## config.mk

```make
export PLATFORM = sky130hd
export DESIGN_NAME = vcve2_vrf_ctrl
export DESIGN_NICKNAME = d
export VERILOG_FILES = /design/src/rtl/vcve2_pkg.sv /design/src/rtl/vcve2_vrf_ctrl.sv
export SDC_FILE = /design/constraint.sdc
export NUM_CORES = 1
export LEC_CHECK = 0
export CAP_MARGIN = 20
export CORE_MARGIN = 5
export CORE_UTILIZATION = 38
export CTS_CLUSTER_SIZE = 14
export DETAILED_ROUTE_END_ITERATION = 8
export HOLD_SLACK_MARGIN = 0.05
export PLACE_DENSITY = 0.78
export SLEW_MARGIN = 10
export SYNTH_ARGS = -nofsm -noshare
export SYNTH_HDL_FRONTEND = slang
export SYNTH_SLANG_ARGS = --single-unit
```

## constraint.sdc

```tcl
create_clock -name clk_i -period 2.1 [get_ports clk_i]
set_input_delay 0.525 -clock clk_i [delete_from_list [all_inputs] [get_ports clk_i]]
set_output_delay 0.525 -clock clk_i [all_outputs]
set_load 0.05 [all_outputs]
```

## src/rtl/vcve2_pkg.sv

```systemverilog
// Shared types and constants for the vector register file sequencer.
// Holds the sequencer state encoding, VRF geometry and base address.
// The first-phase helper keeps the LOAD and WT_WR decisions consistent.
package vcve2_pkg;

   localparam int unsigned VRF_WORDS_PER_REG = 4;
   localparam logic [31:0] VRF_START_ADDR    = 32'h0000_1000;

   typedef enum logic [3:0] {
      VRF_IDLE  = 4'd0,
      VRF_LOAD  = 4'd1,
      VRF_RD_A  = 4'd2,
      VRF_WT_A  = 4'd3,
      VRF_RD_B  = 4'd4,
      VRF_WT_B  = 4'd5,
      VRF_WR    = 4'd6,
      VRF_WT_WR = 4'd7,
      VRF_DONE  = 4'd8
   } vrf_ctrl_state_e;

   // First active phase of a word: read vs1, else read vs2, else write vd.
   function automatic vrf_ctrl_state_e vrf_first_phase(input logic use_rs1,
                                                       input logic use_rs2);
      vrf_ctrl_state_e st;
      if (use_rs1) begin
         st = VRF_RD_A;
      end else if (use_rs2) begin
         st = VRF_RD_B;
      end else begin
         st = VRF_WR;
      end
      return st;
   endfunction

endpackage

```

## src/rtl/vcve2_vrf_ctrl.sv

```systemverilog
// Sequencer for one vector instruction over the memory-resident VRF.
// Latency: 2 cycles to first request, then 2 cycles per memory access per word.
// Backpressure: requests are held stable until data_gnt_i; waits indefinitely for rvalid.
module vcve2_vrf_ctrl
   import vcve2_pkg::*;
#(
   parameter int unsigned AddrWidth   = 32,
   parameter int unsigned WordsPerReg = VRF_WORDS_PER_REG
) (
   input  logic                 clk_i,
   input  logic                 rst_i,
   input  logic                 start_i,
   input  logic [4:0]           rs1_i,
   input  logic [4:0]           rs2_i,
   input  logic [4:0]           rd_i,
   input  logic                 use_rs1_i,
   input  logic                 use_rs2_i,
   input  logic [31:0]          scalar_i,
   output logic                 busy_o,
   output logic                 done_o,
   output logic [4:0]           agu_rs1_o,
   output logic [4:0]           agu_rs2_o,
   output logic [4:0]           agu_rd_o,
   output logic                 agu_load_o,
   output logic                 agu_get_rs1_o,
   output logic                 agu_get_rs2_o,
   output logic                 agu_get_rd_o,
   output logic                 agu_incr_o,
   input  logic [AddrWidth-1:0] agu_addr_i,
   output logic                 data_req_o,
   input  logic                 data_gnt_i,
   input  logic                 data_rvalid_i,
   output logic                 data_we_o,
   output logic [3:0]           data_be_o,
   output logic [AddrWidth-1:0] data_addr_o,
   output logic [31:0]          data_wdata_o,
   input  logic [31:0]          data_rdata_i,
   output logic [31:0]          alu_op_a_o,
   output logic [31:0]          alu_op_b_o,
   input  logic [31:0]          alu_result_i
);

   localparam int unsigned     CntW     = (WordsPerReg > 1) ? $clog2(WordsPerReg) : 1;
   localparam logic [CntW-1:0] LastWord = CntW'(WordsPerReg - 1);

   vrf_ctrl_state_e state_q, state_d;
   logic [4:0]      rs1_q, rs2_q, rd_q;
   logic            use_rs1_q, use_rs2_q;
   logic [31:0]     scalar_q, op_a_q, op_b_q;
   logic [CntW-1:0] word_cnt_q;

   // State register plus operand/instruction capture; reset clears everything.
   always_ff @(posedge clk_i) begin
      if (rst_i) begin
         state_q    <= VRF_IDLE;
         rs1_q      <= '0;
         rs2_q      <= '0;
         rd_q       <= '0;
         use_rs1_q  <= 1'b0;
         use_rs2_q  <= 1'b0;
         scalar_q   <= '0;
         op_a_q     <= '0;
         op_b_q     <= '0;
         word_cnt_q <= '0;
      end else begin
         state_q <= state_d;
         if (state_q == VRF_IDLE && start_i) begin
            rs1_q      <= rs1_i;
            rs2_q      <= rs2_i;
            rd_q       <= rd_i;
            use_rs1_q  <= use_rs1_i;
            use_rs2_q  <= use_rs2_i;
            scalar_q   <= scalar_i;
            word_cnt_q <= '0;
         end
         if (state_q == VRF_WT_A && data_rvalid_i) begin
            op_a_q <= data_rdata_i;
         end
         if (state_q == VRF_WT_B && data_rvalid_i) begin
            op_b_q <= data_rdata_i;
         end
         if (state_q == VRF_WT_WR && data_rvalid_i && word_cnt_q != LastWord) begin
            word_cnt_q <= word_cnt_q + 1'b1;
         end
      end
   end

   // Next-state and Moore control decode; agu_incr_o additionally gated by grant.
   always_comb begin
      state_d       = state_q;
      done_o        = 1'b0;
      agu_load_o    = 1'b0;
      agu_get_rs1_o = 1'b0;
      agu_get_rs2_o = 1'b0;
      agu_get_rd_o  = 1'b0;
      agu_incr_o    = 1'b0;
      data_req_o    = 1'b0;
      data_we_o     = 1'b0;
      data_be_o     = 4'h0;
      unique case (state_q)
         VRF_IDLE: begin
            if (start_i) state_d = VRF_LOAD;
         end
         VRF_LOAD: begin
            agu_load_o = 1'b1;
            state_d    = vrf_first_phase(use_rs1_q, use_rs2_q);
         end
         VRF_RD_A: begin
            agu_get_rs1_o = 1'b1;
            data_req_o    = 1'b1;
            if (data_gnt_i) begin
               agu_incr_o = 1'b1;
               state_d    = VRF_WT_A;
            end
         end
         VRF_WT_A: begin
            if (data_rvalid_i) state_d = use_rs2_q ? VRF_RD_B : VRF_WR;
         end
         VRF_RD_B: begin
            agu_get_rs2_o = 1'b1;
            data_req_o    = 1'b1;
            if (data_gnt_i) begin
               agu_incr_o = 1'b1;
               state_d    = VRF_WT_B;
            end
         end
         VRF_WT_B: begin
            if (data_rvalid_i) state_d = VRF_WR;
         end
         VRF_WR: begin
            agu_get_rd_o = 1'b1;
            data_req_o   = 1'b1;
            data_we_o    = 1'b1;
            data_be_o    = 4'hF;
            if (data_gnt_i) begin
               agu_incr_o = 1'b1;
               state_d    = VRF_WT_WR;
            end
         end
         VRF_WT_WR: begin
            if (data_rvalid_i) begin
               state_d = (word_cnt_q == LastWord) ? VRF_DONE
                                                  : vrf_first_phase(use_rs1_q, use_rs2_q);
            end
         end
         VRF_DONE: begin
            done_o  = 1'b1;
            state_d = VRF_IDLE;
         end
         default: state_d = VRF_IDLE;
      endcase
   end

   assign busy_o       = (state_q != VRF_IDLE);
   assign agu_rs1_o    = rs1_q;
   assign agu_rs2_o    = rs2_q;
   assign agu_rd_o     = rd_q;
   assign data_addr_o  = agu_addr_i;
   assign data_wdata_o = alu_result_i;
   assign alu_op_a_o   = use_rs1_q ? op_a_q : scalar_q;
   assign alu_op_b_o   = op_b_q;

endmodule
```

* Yosys cells after proc, flatten, opt, wreduce, memory -nomap -nowiden
Index checks and enable logic that the tools add are counted.
** Storage, ports and cells
- Bits in registers :: 119
- Input port bits :: 150
- Output and inout port bits :: 156
- Word-level logic and storage cells :: 61
** Operators by class
- $add $sub $neg :: 1
- Equality and inequality tests :: 17
- Muxes and demuxes :: 23
- Reduce and logical (&&, ||, !) cells :: 10
** Operators by type and width (count)
- $mux W4 :: 9
- $mux W32 :: 1
- $pmux W4 S8 :: 1
- $eq A4 B3 Y1 const B :: 4
- $ne A2 B2 Y1 const B :: 8
- $eq A4 B2 Y1 const B :: 2
- $mux W1 :: 8
- $reduce_and A7 Y1 :: 1
- $mux W2 :: 3
- $logic_and A1 B1 Y1 :: 5
- $eq A4 B1 Y1 const B :: 1
- $eq A4 B4 Y1 const B :: 1
- $logic_not A4 Y1 :: 1
- $reduce_bool A4 Y1 :: 1
- $mux W3 :: 1
- $reduce_or A3 Y1 :: 1
- $add A2 B1 Y2 const B :: 1
- $eq A2 B2 Y1 const B :: 1
- $reduce_bool A2 Y1 :: 1

* Logic depth before layout (Yosys ltp)
- Word-level depth :: 5
- Mapped depth :: 8
- Gate-level depth less buffers :: 4

* Worst setup path after synthesis
Ideal clock, no wire load.
- Kind :: reg2out
- From :: reg state_q[0]
- To :: out agu_load_o
- Arrival time :: 2286 ps
- Required time :: 1575 ps
- Setup slack :: -711 ps
- Cell stages (with the launch flop) :: 3
- Path buffers :: 1
- Cells stage by stage :: dfxtp_1 -> clkbuf_1 -> nor4b_1
** Between the ends
- Cells in the longest elaborated chain, start to end :: 2
** Ends and longest elaborated chain
- start, declared :: line vcve2_vrf_ctrl.sv:46 : vrf_ctrl_state_e state_q, state_d;
- start signal, assigned :: line vcve2_vrf_ctrl.sv:66 : state_q <= state_d;
- $eq A4 B1 Y1 :: line vcve2_vrf_ctrl.sv:100 : unique case (state_q)
- $mux W1 :: line vcve2_vrf_ctrl.sv:100
- end, declared :: line vcve2_vrf_ctrl.sv:24 : output logic agu_load_o,
Every way passes these cells.

* Worst setup path in the final report
- From :: reg use_rs1_q
- To :: out alu_op_a_o[15]
** Between the ends
- Cells in the longest elaborated chain, start to end :: 1
** Ends and longest elaborated chain
- start, declared :: line vcve2_vrf_ctrl.sv:48 : logic use_rs1_q, use_rs2_q;
- start signal, assigned :: line vcve2_vrf_ctrl.sv:71 : use_rs1_q <= use_rs1_i;
- $mux W32 :: line vcve2_vrf_ctrl.sv:160 : assign alu_op_a_o = use_rs1_q ? op_a_q : scalar_q;
- end, declared :: line vcve2_vrf_ctrl.sv:38 : output logic [31:0] alu_op_a_o,
Every way passes these cells.

==> qor.txt <==
Die area -> 16,100 um2
Gate Count Post-Synth -> 658
Port bufs -> 177
Total negative slack -> 0 ns
CTS tree -> done
Number of global-route vias before repair -> 4,587
Total clock sinks -> 119
Routed len/inst -> 15.8 um
Initial DRC Count -> 231
Sequential fraction of the synthesis area -> 45.8%
Post-DP HPWL -> 10,100 um
Hold EP -> scalar_q[15]$_SDFFE_PP0P_
Crit. End Element -> primary output
Leak pwr -> 3.39 nW
Critical path arrival -> 1.55 ns
Largest stage delay, worst path -> 0.39 ns
Max_cap viols -> 0
CP Launch Type -> flop
Clk pwr share -> 29.2%
CP bufs+invs -> 2
Switch Pwr -> 3.40 mW
PnR worst setup slack -> 0.0276 ns
IO Pins -> 306
Std cell rows -> 42
Flop2flop setup slack -> 0.52 ns
Setup slack at placement -> 0.0162 ns
Fmax -> 483 MHz
Seq cells post-synth -> 119
HP Class -> reg -> reg
Status -> complete, no violations
Worst R2R End -> op_a_q[17]$_SDFFE_PP0P_
Sw frac -> 37.7%
Cell Chain, Critical Path -> buf_6, mux2_2, buf_4
Netlist Area Pre-Place -> 5200 um2
Int Pwr -> 5.62 mW
RSZ-0062 raised after global routing -> yes
Yosys cell types -> 30
Hold Vio Cnt, Final -> 0
Vias per Instance -> 4.92
Fillers -> 1,203
Final GP Congestion -> 0.768
Remaining DRCs -> 0
Nets -> 910
Req. time, crit path -> 1.57 ns
P&R area growth vs syn -> 42.7%
Gr usage total -> 18.1%
Share of cells above drive strength 1 -> 18.9%
Sequential share of power -> 30.9%
Antenna violations before repair -> 0
CTS clock-pin slew for the worst setup and hold paths -> 0.05 ns
Detailed Route WL -> 14,900 um
Total CTS buffers -> 17
Drt pass-1 iters -> 5
Fin crit share -> 98.7%
Fin crit period -> 2.07 ns
H-tree lvl count -> 4
Final instance area -> 7420 um2
Vias -> 4,634
Worst-Skew Late Latency -> 0.40 ns
Reg-to-Reg Start -> state_q[0]$_SDFFE_PP0P_
Post-DRT Antenna Nets -> 0
ANT cells -> 0
Cell depth of the worst hold path -> 2
Overflow after GRT -> 0
CTS Hold Buffers Added -> 0
Reg area -> 2390 um2
Placeable Area -> 13,300 um2
Min-delay src -> scalar_q[15]$_SDFFE_PP0P_
FF-to-FF path depth -> 5
PwrDens -> 1210 nW/um2
Area of the multi-input gates -> 2180 um2
Slew HR -> 60.9%
Commonest non-fill, non-tap cell in the layout -> nand2_1
Setup CP Type -> reg -> out
Die Width -> 127 um
Syn. warnings -> 0
Starting Density -> 39.0%
Clock Tree Root -> clkbuf_16
Gate power share -> 39.8%
Count of pins over their slew limit -> 0
CTS max path bufs -> 2
Setup Skew -> 0.00676 ns
Final setup fails -> 0
Post-DP Area -> 6760 um2
Largest net degree at the start of global routing -> 54
Syn nets -> 810
Syn_area_per_cell -> 7.90 um2
Slowest CP cell -> mux2_2
Crit path max-delay family -> buffers and inverters
First-pass GRT wire length -> 23,100 um
Die Ht -> 127 um
Crit Path Max Fanout -> 21
Most frequent cells in the layout -> 232 x nand2_1, 115 x a21oi_1, 114 x dfxtp_1, 86 x clkdlybuf4s50_1, 50 x buf_4
Worst-Margin Slew -> 0.586 ns
VDD IR max -> 1.14 mV
[layer usage]
layer,track usage (%),share of wire [%],routed length [um],vias up
met3,7.39,8.3,1230,37
met2,30.8,49,7270,190
met1,20.0,40,5940,2120
li1,-,-,-,2287
met4,7.76,2.8,413,0
met5,0,0,0,-
[tightest hold or removal path, stage by stage (launching register included)]
cell and delay [ns]:
dfxtp_1 0.30, nand2_1 0.05, a21oi_1 0.05
[power groups by stage]
stage | logic, mW | registers (mW) | clock network (mW)
finish | 3.59 | 2.79 | 2.64
global route | 3.83 | 2.83 | 2.80
CTS | 3.63 | 2.77 | 2.70
detailed placement | 3.60 | 2.81 | 0
global placement | 3.58 | 2.79 | 0
floorplan | 2.34 | 3.04 | 0
[cell families after synthesis]
| family | after synthesis | share of synthesized area (%) |
|---|---|---|
| simple gates | 267 | 20.8 |
| mux | 34 | 7.31 |
| fa+ha+maj | 2 | 0.481 |
| flops | 119 | 45.8 |
| compound gates | 122 | 12.0 |
| buf+inv | 114 | 13.6 |
[state kept, by name, indices dropped and copies added, names as in the netlist]
| name | count |
|---|---|
| alu_op_b_o | 32 |
| op_a_q | 32 |
| scalar_q | 32 |
| agu_rd_o | 5 |
| agu_rs1_o | 5 |
| agu_rs2_o | 5 |
| state_q | 4 |
| word_cnt_q | 2 |
| use_rs1_q | 1 |
| use_rs2_q | 1 |
[cells in the mapped netlist (all sizes together)]
cell / instances / area (um2)
nand2b: 4 / 25.0
nor3: 3 / 15.0
a31o: 1 / 8.76
clkbuf: 31 / 116
a21oi: 115 / 576
o211ai: 1 / 7.51
mux2i: 2 / 20.0
o21a: 1 / 7.51
nand3b: 2 / 15.0
nand3: 4 / 20.0
nor4b: 4 / 41.3
and4b: 1 / 10.0
o21ai: 2 / 10.0
a31oi: 1 / 6.26
buf: 83 / 589
a2111oi: 1 / 8.76
or3: 2 / 12.5
nor2: 8 / 30.0
ha: 2 / 25.0
mux2: 32 / 360
nand2: 232 / 871
nor4: 1 / 6.26
and3: 3 / 18.8
and2: 1 / 6.26
or2: 1 / 6.26
dfxtp: 119 / 2380
nand4: 1 / 6.26
[stage by stage]
step,hold slack [ns],cells,power (mW),util (%)
detailed placement,0.444,914,6.41,50.7
floorplan,0.433,658,5.38,-
finish,0.449,942,9.01,55.6
global placement,0.439,914,6.37,50.7
CTS,0.450,941,9.09,54.7
global route,0.468,942,9.46,55.6
[how the worst max path moves through the flow]
stage,start,to,slack [ns],depth (start not counted)
4_1_cts,alu_op_b_o[4]$_SDFFE_PP0P_,alu_op_b_o[4],0.0007,1
5_1_grt,use_rs1_q$_SDFFE_PP0P_,alu_op_a_o[15],-0.03,3
3_5_place_dp,data_rvalid_i,op_a_q[17]$_SDFFE_PP0P_,0.02,6
3_3_place_gp,data_rvalid_i,op_a_q[24]$_SDFFE_PP0P_,0.02,6
2_1_floorplan,state_q[0]$_SDFFE_PP0P_,agu_load_o,-0.12,2
6_report,use_rs1_q$_SDFFE_PP0P_,alu_op_a_o[15],0.03,3
[final cells by class]
| type | count | area share (%) |
|---|---|---|
| Tap cell | 176 | 2.97 |
| Sequential cell | 119 | 32.2 |
| Clock inverter | 4 | 0.640 |
| Multi-Input combinational cell | 425 | 29.4 |
| Clock buffer | 23 | 6.57 |
| Timing Repair Buffer | 195 | 28.2 |
[what timing repair did]
item,CTS,global route
resized for setup,10,42
setup buffers,0,1
endpoints found under the setup margin,37,77
(Power assumes the default switching activity.)
